**src/rtl/snake_move_ctrl_if.sv**
```systemverilog
// Bundle of the snake movement engine's control inputs and renderer/food-generator outputs.
interface snake_move_ctrl_if #(
    parameter int XW = 5,
    parameter int YW = 5,
    parameter int LW = 5
);
    logic          tick_in;
    logic          start;
    logic          pause;
    logic          dir_valid;
    logic [1:0]    dir_req;
    logic [XW-1:0] food_x;
    logic [YW-1:0] food_y;
    logic [LW-1:0] rd_idx;
    logic [XW-1:0] rd_x;
    logic [YW-1:0] rd_y;
    logic [XW-1:0] head_x;
    logic [YW-1:0] head_y;
    logic [LW-1:0] snake_len;
    logic [1:0]    state;
    logic          ate;
    logic          step_done;

    modport master (
        output tick_in, start, pause, dir_valid, dir_req, food_x, food_y, rd_idx,
        input  rd_x, rd_y, head_x, head_y, snake_len, state, ate, step_done
    );

    modport slave (
        input  tick_in, start, pause, dir_valid, dir_req, food_x, food_y, rd_idx,
        output rd_x, rd_y, head_x, head_y, snake_len, state, ate, step_done
    );
endinterface

```
**src/rtl/snake_move_ctrl.sv**
```systemverilog
// Snake movement engine: steps once per divider toggle on a wrapping grid,
// with no-reverse steering, growth on food and self-collision detection.
module snake_move_ctrl #(
    parameter int GRID_W   = 32,
    parameter int GRID_H   = 24,
    parameter int MAX_LEN  = 16,
    parameter int INIT_LEN = 3,
    parameter int XW       = 5,
    parameter int YW       = 5,
    parameter int LW       = 5
) (
    input logic             clk,
    input logic             rst,
    snake_move_ctrl_if.slave bus
);
    typedef enum logic [1:0] {IDLE = 2'd0, RUN = 2'd1, PAUSE = 2'd2, OVER = 2'd3} state_t;
    typedef enum logic [1:0] {UP = 2'd0, RIGHT = 2'd1, DOWN = 2'd2, LEFT = 2'd3} dir_t;

    state_t        st, st_nxt;
    dir_t          cur_dir, pend_dir, dir_ref;
    logic          s1, s2, s3;
    logic          step_evt, do_step, dir_ok;
    logic [XW-1:0] seg_x [MAX_LEN];
    logic [YW-1:0] seg_y [MAX_LEN];
    logic [LW-1:0] len, lim;
    logic [XW-1:0] nx, rd_x_c;
    logic [YW-1:0] ny, rd_y_c;
    logic          grow, grow_inc, hit;
    logic          ate_r, done_r;

    assign step_evt = s2 ^ s3;
    // start and pause both pre-empt a step landing in the same cycle
    assign do_step  = step_evt && (st == RUN) && !bus.start && !bus.pause;
    assign dir_ref  = do_step ? pend_dir : cur_dir;
    assign dir_ok   = bus.dir_valid && (bus.dir_req != (dir_ref ^ 2'd2));

    always_comb begin
        nx = seg_x[0];
        ny = seg_y[0];
        case (pend_dir)
            UP:      ny = (seg_y[0] == '0) ? YW'(GRID_H - 1) : seg_y[0] - YW'(1);
            DOWN:    ny = (seg_y[0] == YW'(GRID_H - 1)) ? '0 : seg_y[0] + YW'(1);
            LEFT:    nx = (seg_x[0] == '0) ? XW'(GRID_W - 1) : seg_x[0] - XW'(1);
            default: nx = (seg_x[0] == XW'(GRID_W - 1)) ? '0 : seg_x[0] + XW'(1);
        endcase
    end

    // The tail cell is vacated on a non-growing step, so it only counts when the length increments
    assign grow     = (nx == bus.food_x) && (ny == bus.food_y);
    assign grow_inc = grow && (len < LW'(MAX_LEN));
    assign lim      = grow_inc ? len : len - LW'(1);

    always_comb begin
        hit = 1'b0;
        for (int unsigned i = 0; i < MAX_LEN; i++) begin
            if ((LW'(i) < lim) && (seg_x[i] == nx) && (seg_y[i] == ny)) hit = 1'b1;
        end
    end

    always_comb begin
        st_nxt = st;
        if (bus.start) begin
            st_nxt = RUN;
        end else begin
            case (st)
                RUN:     if (bus.pause) st_nxt = PAUSE;
                         else if (do_step && hit) st_nxt = OVER;
                PAUSE:   if (bus.pause) st_nxt = RUN;
                default: st_nxt = st;
            endcase
        end
    end

    always_ff @(posedge clk or posedge rst) begin
        if (rst) st <= IDLE;
        else     st <= st_nxt;
    end

    always_ff @(posedge clk or posedge rst) begin
        if (rst) begin
            s1       <= 1'b0;
            s2       <= 1'b0;
            s3       <= 1'b0;
            cur_dir  <= RIGHT;
            pend_dir <= RIGHT;
            len      <= LW'(INIT_LEN);
            ate_r    <= 1'b0;
            done_r   <= 1'b0;
            for (int unsigned i = 0; i < MAX_LEN; i++) begin
                seg_x[i] <= (i < INIT_LEN) ? XW'(GRID_W / 2 - int'(i)) : '0;
                seg_y[i] <= (i < INIT_LEN) ? YW'(GRID_H / 2) : '0;
            end
        end else begin
            s1     <= bus.tick_in;
            s2     <= s1;
            s3     <= s2;
            ate_r  <= 1'b0;
            done_r <= 1'b0;
            if (bus.start) begin
                cur_dir  <= RIGHT;
                pend_dir <= RIGHT;
                len      <= LW'(INIT_LEN);
                for (int unsigned i = 0; i < MAX_LEN; i++) begin
                    seg_x[i] <= (i < INIT_LEN) ? XW'(GRID_W / 2 - int'(i)) : '0;
                    seg_y[i] <= (i < INIT_LEN) ? YW'(GRID_H / 2) : '0;
                end
            end else begin
                if (dir_ok) pend_dir <= dir_t'(bus.dir_req);
                if (do_step) begin
                    cur_dir <= pend_dir;
                    done_r  <= 1'b1;
                    if (!hit) begin
                        seg_x[0] <= nx;
                        seg_y[0] <= ny;
                        for (int unsigned i = 1; i < MAX_LEN; i++) begin
                            seg_x[i] <= seg_x[i-1];
                            seg_y[i] <= seg_y[i-1];
                        end
                        if (grow_inc) len <= len + LW'(1);
                        ate_r <= grow;
                    end
                end
            end
        end
    end

    always_comb begin
        rd_x_c = '0;
        rd_y_c = '0;
        for (int unsigned i = 0; i < MAX_LEN; i++) begin
            if ((LW'(i) == bus.rd_idx) && (LW'(i) < len)) begin
                rd_x_c = seg_x[i];
                rd_y_c = seg_y[i];
            end
        end
    end

    assign bus.rd_x      = rd_x_c;
    assign bus.rd_y      = rd_y_c;
    assign bus.head_x    = seg_x[0];
    assign bus.head_y    = seg_y[0];
    assign bus.snake_len = len;
    assign bus.state     = st;
    assign bus.ate       = ate_r;
    assign bus.step_done = done_r;
endmodule
```
**src/flat_wrapper.sv**
```systemverilog
// flat-port wrapper written by rule: the top's interface ports become plain ports
module snake_move_ctrl_flat 
#(
    parameter int GRID_W   = 32,
    parameter int GRID_H   = 24,
    parameter int MAX_LEN  = 16,
    parameter int INIT_LEN = 3,
    parameter int XW       = 5,
    parameter int YW       = 5,
    parameter int LW       = 5
)
  (clk, rst, bus_tick_in, bus_start, bus_pause, bus_dir_valid, bus_dir_req, bus_food_x, bus_food_y, bus_rd_idx, bus_rd_x, bus_rd_y, bus_head_x, bus_head_y, bus_snake_len, bus_state, bus_ate, bus_step_done);
  snake_move_ctrl_if #(.XW(XW), .YW(YW), .LW(LW)) bus_i ();
  input logic clk;
  input logic rst;
  input wire logic [$bits(bus_i.tick_in)-1:0] bus_tick_in;
  input wire logic [$bits(bus_i.start)-1:0] bus_start;
  input wire logic [$bits(bus_i.pause)-1:0] bus_pause;
  input wire logic [$bits(bus_i.dir_valid)-1:0] bus_dir_valid;
  input wire logic [$bits(bus_i.dir_req)-1:0] bus_dir_req;
  input wire logic [$bits(bus_i.food_x)-1:0] bus_food_x;
  input wire logic [$bits(bus_i.food_y)-1:0] bus_food_y;
  input wire logic [$bits(bus_i.rd_idx)-1:0] bus_rd_idx;
  output wire logic [$bits(bus_i.rd_x)-1:0] bus_rd_x;
  output wire logic [$bits(bus_i.rd_y)-1:0] bus_rd_y;
  output wire logic [$bits(bus_i.head_x)-1:0] bus_head_x;
  output wire logic [$bits(bus_i.head_y)-1:0] bus_head_y;
  output wire logic [$bits(bus_i.snake_len)-1:0] bus_snake_len;
  output wire logic [$bits(bus_i.state)-1:0] bus_state;
  output wire logic [$bits(bus_i.ate)-1:0] bus_ate;
  output wire logic [$bits(bus_i.step_done)-1:0] bus_step_done;
  assign bus_i.tick_in = bus_tick_in;
  assign bus_i.start = bus_start;
  assign bus_i.pause = bus_pause;
  assign bus_i.dir_valid = bus_dir_valid;
  assign bus_i.dir_req = bus_dir_req;
  assign bus_i.food_x = bus_food_x;
  assign bus_i.food_y = bus_food_y;
  assign bus_i.rd_idx = bus_rd_idx;
  assign bus_rd_x = bus_i.rd_x;
  assign bus_rd_y = bus_i.rd_y;
  assign bus_head_x = bus_i.head_x;
  assign bus_head_y = bus_i.head_y;
  assign bus_snake_len = bus_i.snake_len;
  assign bus_state = bus_i.state;
  assign bus_ate = bus_i.ate;
  assign bus_step_done = bus_i.step_done;
  snake_move_ctrl #(.GRID_W(GRID_W), .GRID_H(GRID_H), .MAX_LEN(MAX_LEN), .INIT_LEN(INIT_LEN), .XW(XW), .YW(YW), .LW(LW)) u_core (.clk(clk), .rst(rst), .bus(bus_i));
endmodule
```
**config.mk**
```make
export PLATFORM = sky130hd
export DESIGN_NAME = snake_move_ctrl_flat
export DESIGN_NICKNAME = d
export VERILOG_FILES = /design/src/rtl/snake_move_ctrl_if.sv /design/src/rtl/snake_move_ctrl.sv /design/src/flat_wrapper.sv
export SDC_FILE = /design/constraint.sdc
export NUM_CORES = 1
export LEC_CHECK = 0
export ABC_AREA = 1
export CORE_MARGIN = 2
export CORE_UTILIZATION = 40
export DETAILED_ROUTE_END_ITERATION = 10
export DONT_BUFFER_PORTS = 1
export GPL_TIMING_DRIVEN = 0
export PLACE_DENSITY = 0.58
export SYNTH_ARGS = -nofsm -noshare
export SYNTH_HDL_FRONTEND = slang
export SYNTH_SLANG_ARGS = --single-unit
```
**constraint.sdc**
```tcl
create_clock -name clk -period 12.5 [get_ports clk]
set_clock_uncertainty 0.05 [all_clocks]
set_input_delay 1.25 -clock clk [delete_from_list [all_inputs] [get_ports clk]]
set_output_delay 1.25 -clock clk [all_outputs]
set_load 0.02 [all_outputs]
```
# ---- Word level (Yosys, flattened, before mapping)
# Index checks and enable logic that the tools add are counted.
dict set report totals {
  register_bits 176
  inputBits 23
  output_inout_bits 29
}
dict set report classes {
  n_addsub 6
  magnitude_cmp 33
  eq_ne 59
  muxes 79
  bitwise_logic 2
  reduce_logical 69
}
# operator count
set op_table {}
lappend op_table {{80-bit 2-to-1 mux} 6}
lappend op_table {{5-bit 2-to-1 mux} 41}
lappend op_table {{5-bit == test} 34}
lappend op_table {{4-bit by 5-bit less-than comparator with 1-bit output, first input constant} 16}
lappend op_table {{1-bit logical AND} 55}
lappend op_table {{4-bit by 5-bit == test with 1-bit output, first input constant} 8}
lappend op_table {{3-bit by 5-bit less-than comparator with 1-bit output, first input constant} 8}
lappend op_table {{1-bit 2-to-1 mux} 21}
lappend op_table {{3-bit by 5-bit == test with 1-bit output, first input constant} 4}
lappend op_table {{1-bit by 5-bit less-than comparator with 1-bit output, first input constant} 4}
lappend op_table {{2-bit by 5-bit less-than comparator with 1-bit output, first input constant} 4}
lappend op_table {{5-bit case mux with 2 select lines} 2}
lappend op_table {{2-bit 2-to-1 mux} 8}
lappend op_table {{5-bit by 1-bit adder with 5-bit output, second input constant} 3}
lappend op_table {{5-bit zero test} 3}
lappend op_table {{5-bit by 1-bit subtractor with 5-bit output, second input constant} 3}
lappend op_table {{2-bit by 5-bit == test with 1-bit output, first input constant} 2}
lappend op_table {{5-bit == test, second input constant} 2}
lappend op_table {{2-bit == test, second input constant} 3}
lappend op_table {{3-bit AND reduction} 2}
lappend op_table {{2-bit nonzero test} 3}
lappend op_table {{1-bit by 5-bit == test with 1-bit output, first input constant} 1}
lappend op_table {{5-bit less-than comparator, second input constant} 1}
lappend op_table {{4-bit != test, second input constant} 1}
lappend op_table {{other kinds (12)} 13}

# ---- Depth between registers and ports, before layout
# Gate-level depths: netlist (run 1).
dict set report depth {
  depth_word 31
  ltp_mapped 29
  mapped_depth_nobuf 27
}

# ---- Worst setup path after synthesis (run 1)
# OpenSTA, ideal clock, no wires.
dict set report synth_path {
  kind {in2out}
  start {input bus_rd_idx[1]}
  end {output bus_rd_x[1]}
  t_arrival_ns 3.394
  setup_slack_ns 7.806
  cell_stages 11
  cell_sequence {or2_2 or2_2 nor4_1 a21oi_1 nand4_1 o21ai_0 nand4_1 o21ai_0 nand3_1 o21ai_0 nand4_1}
}
dict set report synth_between {
  elab_chain_cells 18
}
# element line
set synth_lines {}
lappend synth_lines {{start, declared} flat_wrapper.sv:23} ;# input wire logic [$bits(bus_i.rd_idx)-1:0] bus_rd_idx;
lappend synth_lines {{5-bit zero test} snake_move_ctrl.sv:131} ;# if ((LW'(i) == bus.rd_idx) && (LW'(i) < len)) begin
lappend synth_lines {{1-bit logical AND} snake_move_ctrl.sv:131}
lappend synth_lines {{5-bit 2-to-1 mux (15 in series)} snake_move_ctrl.sv:131}
lappend synth_lines {{5-bit 2-to-1 mux (*)} snake_move_ctrl.sv:131}
lappend synth_lines {{end, declared} flat_wrapper.sv:24} ;# output wire logic [$bits(bus_i.rd_x)-1:0] bus_rd_x;
# Every way passes the cells marked *; elsewhere a longest branch is shown, timed or not.

# ---- Worst setup path after layout (run 1)
dict set report layout_path {
  start {register u_core.len[4], in the netlist u_core.bus.snake_len[4]}
  end {output bus_rd_x[1]}
}
dict set report layout_between {
  elab_chain_cells 18
}
# element line
set layout_lines {}
lappend layout_lines {{start, declared} snake_move_ctrl.sv:25} ;# logic [LW-1:0] len, lim;
lappend layout_lines {{start signal, assigned} snake_move_ctrl.sv:86} ;# len <= LW'(INIT_LEN);
lappend layout_lines {{start signal, assigned} snake_move_ctrl.sv:102} ;# len <= LW'(INIT_LEN);
lappend layout_lines {{start signal, assigned} snake_move_ctrl.sv:119} ;# if (grow_inc) len <= len + LW'(1);
lappend layout_lines {{1-bit by 5-bit less-than comparator with 1-bit output} snake_move_ctrl.sv:131}
lappend layout_lines {{1-bit logical AND} snake_move_ctrl.sv:131}
lappend layout_lines {{5-bit 2-to-1 mux (15 in series)} snake_move_ctrl.sv:131}
lappend layout_lines {{5-bit 2-to-1 mux (*)} snake_move_ctrl.sv:131}
# Marked as above.

==> results of run 1 <==
cell usage after synthesis (all sizes together) (2+ instances only):
master   instances
dfstp           18
nor4            10
o2111ai          9
a211oi           2
and2             2
ha               8
o21bai           2
clkinv           3
o22ai           12
clkbuf          13
xor2            95
xnor2           21
nand4           53
nand3          102
o21ai           97
a21oi           29
or2             15
nand2          627
buf             63
inv            157
nor3            24
nor2           172
nor3b            4
nand3b           7
dfrtp          158
through the flow:
| step | util | hold WS, ns | total power, mW | cells | area (sq um) |
|---|---|---|---|---|---|
| 5_1_grt | 0.449 | 0.314 | 1.65 | 2128 | 13000 |
| 4_1_cts | 0.449 | 0.303 | 1.59 | 2128 | 13000 |
| 3_3_place_gp | 0.426 | 0.293 | 1.00 | 2094 | 12300 |
| 3_5_place_dp | 0.428 | 0.286 | 1.01 | 2096 | 12400 |
| 6_report | 0.449 | 0.302 | 1.59 | 2129 | 13000 |
| 2_1_floorplan | - | 0.281 | 0.889 | 1710 | 11800 |
where the power goes:
part           internal, mW  switching [mW]
clock                 0.309           0.274
combinational         0.113           0.282
sequential            0.588          0.0243
total                  1.01           0.579
cells by family after synthesis:
group                    after synthesis  share of synthesized area
AO/OA/AOI/OAI                        154                     0.0715
multiplexers                           1                   0.000845
buffers and inverters                236                     0.0894
flip-flops                           176                      0.374
adder cells (fa/ha/maj)                8                    0.00845
AND/OR/NAND/NOR                     1019                      0.370
XOR/XNOR                             116                     0.0858
registers in the layout (all words and copies together) (netlist names), 2 cells and up:
signal,flops
u_core.cur_dir,2
u_core.seg_x,75
u_core.bus.state,2
u_core.seg_y,75
u_core.bus.head_x,5
u_core.bus.snake_len,5
u_core.bus.head_y,5
u_core.pend_dir,2
worst paths after layout:
kind	start	to	slack [ns]
setup / recovery	u_core.bus.snake_len[4]$_DFFE_PP0P_	bus_rd_x[1]	6.84
hold reg to reg	u_core.s1$_DFF_PP0_	u_core.s2$_DFF_PP0_	0.30
setup reg to reg	u_core.bus.head_x[0]$_DFFE_PP0P_	u_core.seg_y[7]$_DFFE_PP0P_	7.53
min in group asynchronous	rst	u_core.seg_y[66]$_DFFE_PP0P_	0.64
max in group asynchronous	rst	u_core.seg_x[15]$_DFFE_PP0P_	10.81
hold / removal	u_core.s1$_DFF_PP0_	u_core.s2$_DFF_PP0_	0.30
final cells by class:
| class | instances | area, sq um |
|---|---|---|
| Timing Repair Buffer | 2 | 35.0 |
| Antenna cell | 1 | 2.50 |
| Clock buffer | 19 | 443 |
| Tap cell | 384 | 480 |
| Fill cell | 2989 | 15900 |
| Clock inverter | 13 | 166 |
| Inverter | 160 | 608 |
| Multi-Input combinational cell | 1298 | 6370 |
| Sequential cell | 176 | 4430 |
| Buffer | 76 | 458 |
per-layer routing:
layer | global-route usage | wire (um) | part of all wire
met5 | 0 | 0 | 0
met4 | 0.121 | 1620 | 0.037
met3 | 0.0426 | 3250 | 0.075
met2 | 0.439 | 19400 | 0.45
met1 | 0.398 | 19100 | 0.44
==> results.json, run 1 <==
{
  "postCtsResizedCells": 0,
  "ys_async_sr_fraction": 1.00,
  "cts_setup_buffers": 0,
  "synth_edf_count": 0,
  "grt_first_pass_wirelength_um": 65600,
  "layout_commonest_cell": "nand2_1",
  "ys_seq_area_frac": 0.374,
  "period_needed_ns": 5.66,
  "cts_tree": "built",
  "die_height_um": 176,
  "cp.arrival_ns": 4.36,
  "vdd.ir_drop.worst_mv": 0.0995,
  "drv_slew": 0,
  "worstMarginPinSlew_ns": 1.20,
  "fin_crit_sh": 0.452,
  "cp-end-kind": "primary output",
  "cts_sinks": 176,
  "cp-start-kind": "flip-flop",
  "grt_max_degree": 103,
  "synth_cells": 1710,
  "yosys.cell_types.count": 46,
  "cts_buffer_depth": 2,
  "cp.depth": 11,
  "crit_chain": "clkinv_1 > nand2_1 > inv_1 > nor3_1 > inv_1 > o21ai_0 > nand4_1 > o21ai_0 > nand3_1 > o21ai_0 > nand4_1",
  "cp_max_fo": 10,
  "max_freq_mhz": 177,
  "crit_slowest_cell": "nor3_1",
  "path_common_cell": "o21ai_0",
  "holdCritPathClass": "reg -> reg",
  "yosys.area.top_type": "dfrtp_1",
  "finalHoldViolCount": 0,
  "core-area_sq_um": 28900,
  "vias_per_cell": 5.41,
  "maxSlewHeadroom": 0.195,
  "avgSynthCellArea_sq_um": 6.93,
  "std_cell_rows": 62,
  "ys_top_cells_by_area": "dfrtp_1, nand2_1, xor2_1, nor2_1, inv_1",
  "synthesis.area_sq_um": 11800,
  "first_pass_iters": 8,
  "port_buffers": 0,
  "synth_nets": 1741,
  "clkTransAtPathRegs_ns": 0.08,
  "path_class": "reg -> out",
  "drtAntennaViolNets": 0,
  "pre_cts_slack_ns": 7.33,
  "start_util": 0.409,
  "dp_hpwl_um": 32600,
  "gp_congestion": 0.980,
  "overflow": 0,
  "antenna_found_initial": 1,
  "vias": 11500,
  "yosysTopAreaCellShare": 0.334,
  "avgRoutedWirePerCell_um": 20.4,
  "cp_top_family": "simple AND/OR/NAND/NOR gates",
  "cap_violations": 0,
  "cellLeakagePower_nw": 6.33,
  "areaGrowthSynthToFinish_pct": 9.68,
  "setup_tns_ns": 0,
  "drt-initial-drc-count": 1235,
  "postCtsHoldBufs": 0,
  "r2r_cells": 21,
  "hold_depth": 0,
  "synthFlopType": "dfrtp_1",
  "fp.dieW_um": 176,
  "finalNetCount": 1762,
  "cts-root-buf": "clkbuf_16",
  "required_ns": 11.20,
  "gr-usage-all-layers": 0.285,
  "yosysWarnings": 0,
  "clock_latency_ns": 0.46,
  "yosys_register_bits": 176,
  "setup_viol": 0,
  "worst_slack_ns": 6.84,
  "numCtsBuffers": 17,
  "drc": 0,
  "dieArea_sq_um": 31000,
  "worst_path_largest_cell_delay_ns": 0.96,
  "grt_pass1_vias": 10800,
  "h-tree-depth": 4,
  "power_density_nw_per_um2": 122,
  "path_buf_inv": 3,
  "routed_wl_um": 43400,
  "layout-drive-gt1-share": 0.0981,
  "rsz0062_at_grt": "no",
  "run_status": "finished, final reports clean",
  "final_cell_mix": "nand2_1, nor2_1, dfrtp_1, inv_1, xor2_1",
  "io-pin-count": 52
}
No activity file was read; power rests on OpenSTA's default activity.
==> inputs of run 2 (changes only) <==
--- a/config.mk
+++ b/config.mk
@@ -5,7 +5,7 @@
 export SDC_FILE = /design/constraint.sdc
 export NUM_CORES = 1
 export LEC_CHECK = 0
-export ABC_AREA = 1
+export ABC_AREA = 0
 export CORE_MARGIN = 2
 export CORE_UTILIZATION = 40
 export DETAILED_ROUTE_END_ITERATION = 10
==> constraint.sdc (replaced) <==
create_clock -name clk -period 5.5 [get_ports clk]
set_clock_uncertainty 0.05 [all_clocks]
set_input_delay 0.55 -clock clk [delete_from_list [all_inputs] [get_ports clk]]
set_output_delay 0.55 -clock clk [all_outputs]
set_load 0.02 [all_outputs]
==> results.json, run 2 <==
{
  "run_status": "finished, final reports clean",
  "setup_viol": 0,
  "rsz0062_at_grt": "no",
  "yosys-top-cells-count": "dfrtp_1, o21ai_0, nand3_1",
  "clkTransAtPathRegs_ns": 0.08,
  "cp_max_fo": 10,
  "required_ns": 5.76,
  "dieArea_sq_um": 31900,
  "vdd.ir_drop.worst_mv": 0.246,
  "ys_seq_area_frac": 0.363,
  "reg_top3": "u_core.seg_x x75, u_core.seg_y x75",
  "crit_chain": "ha_1 > and3_1 > ha_1 > nor2b_1 > o22ai_1 > or2_2 > buf_2 > buf_2 > xnor2_1 > nor3_1 > nand3_1 > nor4_1 > nor3_1 > o22ai_1 > and3b_1 > clkbuf_4 > nand2_4 > buf_2 > a211oi_1",
  "placed_area_sq_um": 12800,
  "synth_nets": 1441,
  "r2r_cells": 19,
  "cts-root-buf": "clkbuf_16",
  "cellLeakagePower_nw": 5.49,
  "ys_async_sr_fraction": 1.00,
  "port_buffers": 0,
  "max_freq_mhz": 185,
  "crit_slowest_cell": "dfrtp_2",
  "vias_per_cell": 6.74,
  "rr_endpoint": "u_core.bus.head_y[0]$_DFFE_PP0P_",
  "dp_hpwl_um": 39500,
  "layout_commonest_cell": "dfrtp_1",
  "fp.dieW_um": 179,
  "finalHoldViolCount": 0,
  "yosysTopAreaCellShare": 0.324,
  "fillers": 2996,
  "layout-drive-gt1-share": 0.149,
  "routed_wl_um": 53800,
  "synthFlopType": "dfrtp_1",
  "finalNetCount": 1474,
  "hold_path_end": "u_core.s1$_DFF_PP0_",
  "ys_top_cells_by_area": "dfrtp_1, xnor2_1, o21ai_0, nand3_1, xor2_1",
  "wl_met2_um": 23200,
  "synth_edf_count": 0,
  "worst_path_largest_cell_delay_ns": 0.58,
  "cts_sinks": 176,
  "h-tree-depth": 4,
  "whs_ns": 0.0483,
  "antenna_found_initial": 0,
  "final_cell_mix": "dfrtp_1, o21ai_0, nand3_1, a21oi_1, xnor2_1",
  "cts_buffer_depth": 2,
  "cts_tree": "built",
  "io-pin-count": 52,
  "drv_slew": 0,
  "std_cell_rows": 63,
  "dr_wl_met3_um": 5520,
  "setup_tns_ns": 0,
  "top_layer_used": "met4",
  "overflow": 0,
  "m1WireLength_um": 21900,
  "grt_pass1_vias": 11500,
  "cp-end-kind": "flip-flop",
  "yosys.area.top_type": "dfrtp_1",
  "worstMarginPinSlew_ns": 1.28,
  "power_density_nw_per_um2": 229,
  "clock_latency_ns": 0.48,
  "fin_crit_sh": 0.980,
  "maxSlewHeadroom": 0.142,
  "design_area_sq_um": 13600,
  "start_util": 0.409,
  "cp.arrival_ns": 5.66,
  "r2r_start": "u_core.bus.head_x[0]$_DFFE_PP0P_",
  "numCtsBuffers": 17,
  "yosysWarnings": 0,
  "hold_path.startpoint": "bus_tick_in",
  "first_pass_iters": 9,
  "yosys_register_bits": 176,
  "path_common_cell": "buf_2",
  "cp-start-kind": "flip-flop",
  "hold_depth": 0,
  "avgSynthCellArea_sq_um": 8.66,
  "cap_violations": 0,
  "period_needed_ns": 5.39,
  "path_class": "reg -> reg",
  "synth.most_common_cell": "dfrtp_1",
  "drtAntennaViolNets": 0,
  "gp_congestion": 1.01,
  "drc": 0,
  "drt-initial-drc-count": 1693,
  "synth_cells": 1410,
  "holdCritPathClass": "in -> reg",
  "grt_max_degree": 93,
  "vias": 12400,
  "r2r_slack_ns": 0.11,
  "synthesis.area_sq_um": 12200,
  "gr-usage-all-layers": 0.342,
  "die_height_um": 179,
  "core-area_sq_um": 29900,
  "n_antenna_cell": 0,
  "grt_first_pass_wirelength_um": 78500,
  "areaGrowthSynthToFinish_pct": 11.3,
  "avgRoutedWirePerCell_um": 29.2,
  "yosys.cell_types.count": 90
}
run 2: cell types whose count changed in the layout (fill, tap and decap cells not counted), moves of 62 or more:
cell and change:
inv_1 -129, a21oi_1 +67, nor2_1 -113, and3_1 +62, nand2_1 -566, o21ai_0 +83
run 2: cell type report:
type / instances / area (sq um) / area share
flip-flops and latches: 176 / 4430 / 0.326
plain buffers: 137 / 666 / 0.0490
inverters: 22 / 90.1 / 0.00663
well taps: 390 / 488 / 0.0359
multi-input cells: 1075 / 7190 / 0.529
repair buffers: 14 / 129 / 0.00949
clock inverters: 14 / 166 / 0.0122
clock buffers: 18 / 429 / 0.0316
run 2: per-stage QoR:
stage	total power, mW	worst slack, ns	instances	utilization
final	3.11	0.108	1846	0.455
after global routing	3.20	0.00269	1846	0.455
after CTS	3.09	0.000755	1837	0.450
after detailed placement	1.84	-1.13	1804	0.428
after global placement	1.83	-2.16	1800	0.425
after floorplan	1.68	0.156	1410	-
run 2: logic make-up (layout without fill, tap and decap cells):
group,count (synthesis),after routing,share of synthesized area
xor gates and xnor gates,152,152,0.109
DFF,176,176,0.363
AOI/OAI and AO/OA,464,464,0.252
buffers and inverters,159,205,0.0588
muxes,12,12,0.0100
and+or+nand+nor,439,439,0.199
adders and majority gates,8,8,0.00820
run 2: how the worst max path moves through the flow:
stage | start | end | slack, ns | depth (start not counted)
global placement | rst | u_core.bus.head_x[1]$_DFFE_PP0P_ | -2.16 | 1
finish | u_core.bus.head_x[0]$_DFFE_PP0P_ | u_core.bus.head_y[0]$_DFFE_PP0P_ | 0.11 | 19
CTS | u_core.bus.head_x[0]$_DFFE_PP0P_ | u_core.seg_x[2]$_DFFE_PP0P_ | 0.0008 | 19
detailed placement | u_core.bus.head_x[2]$_DFFE_PP0P_ | u_core.bus.head_x[2]$_DFFE_PP0P_ | -1.13 | 17
floorplan | rst | u_core.bus.ate$_DFF_PP0_ | 0.16 | 1
global route | u_core.bus.head_y[0]$_DFFE_PP0P_ | u_core.bus.head_y[0]$_DFFE_PP0P_ | 0.003 | 19
run 2: metal layers:
layer	vias to the layer above	track usage
met4	0	0.181
met1	6130	0.460
li1	5342	-
met2	804	0.502
met3	166	0.0899
met5	-	0
run 2: timing repair:
item,in CTS,in global routing
pin swaps,1,5
hold endpoints to repair,39,0
hold buffers,1,0
setup endpoints to repair,167,165
buffers inserted,0,8
gates resized for setup,15,36
run 2: where the power goes:
part	switching [mW]	leakage [nW]	total (mW)	internal (mW)
logic	0.350	2.83	0.511	0.161
clock network	0.647	0.286	1.26	0.612
registers	0.0304	2.38	1.34	1.31
total	1.03	5.49	3.11	2.09
run 2: worst max-delay path, delay by kind of cell, from the launching register on:
family | cells | cell delay (ns)
flip-flops | 1 | 0.58
adder cells (fa/ha/maj) | 2 | 0.53
XOR/XNOR | 1 | 0.11
AND/OR/NAND/NOR | 9 | 1.87
buffers and inverters | 4 | 1.42
AO/OA/AOI/OAI | 3 | 0.64
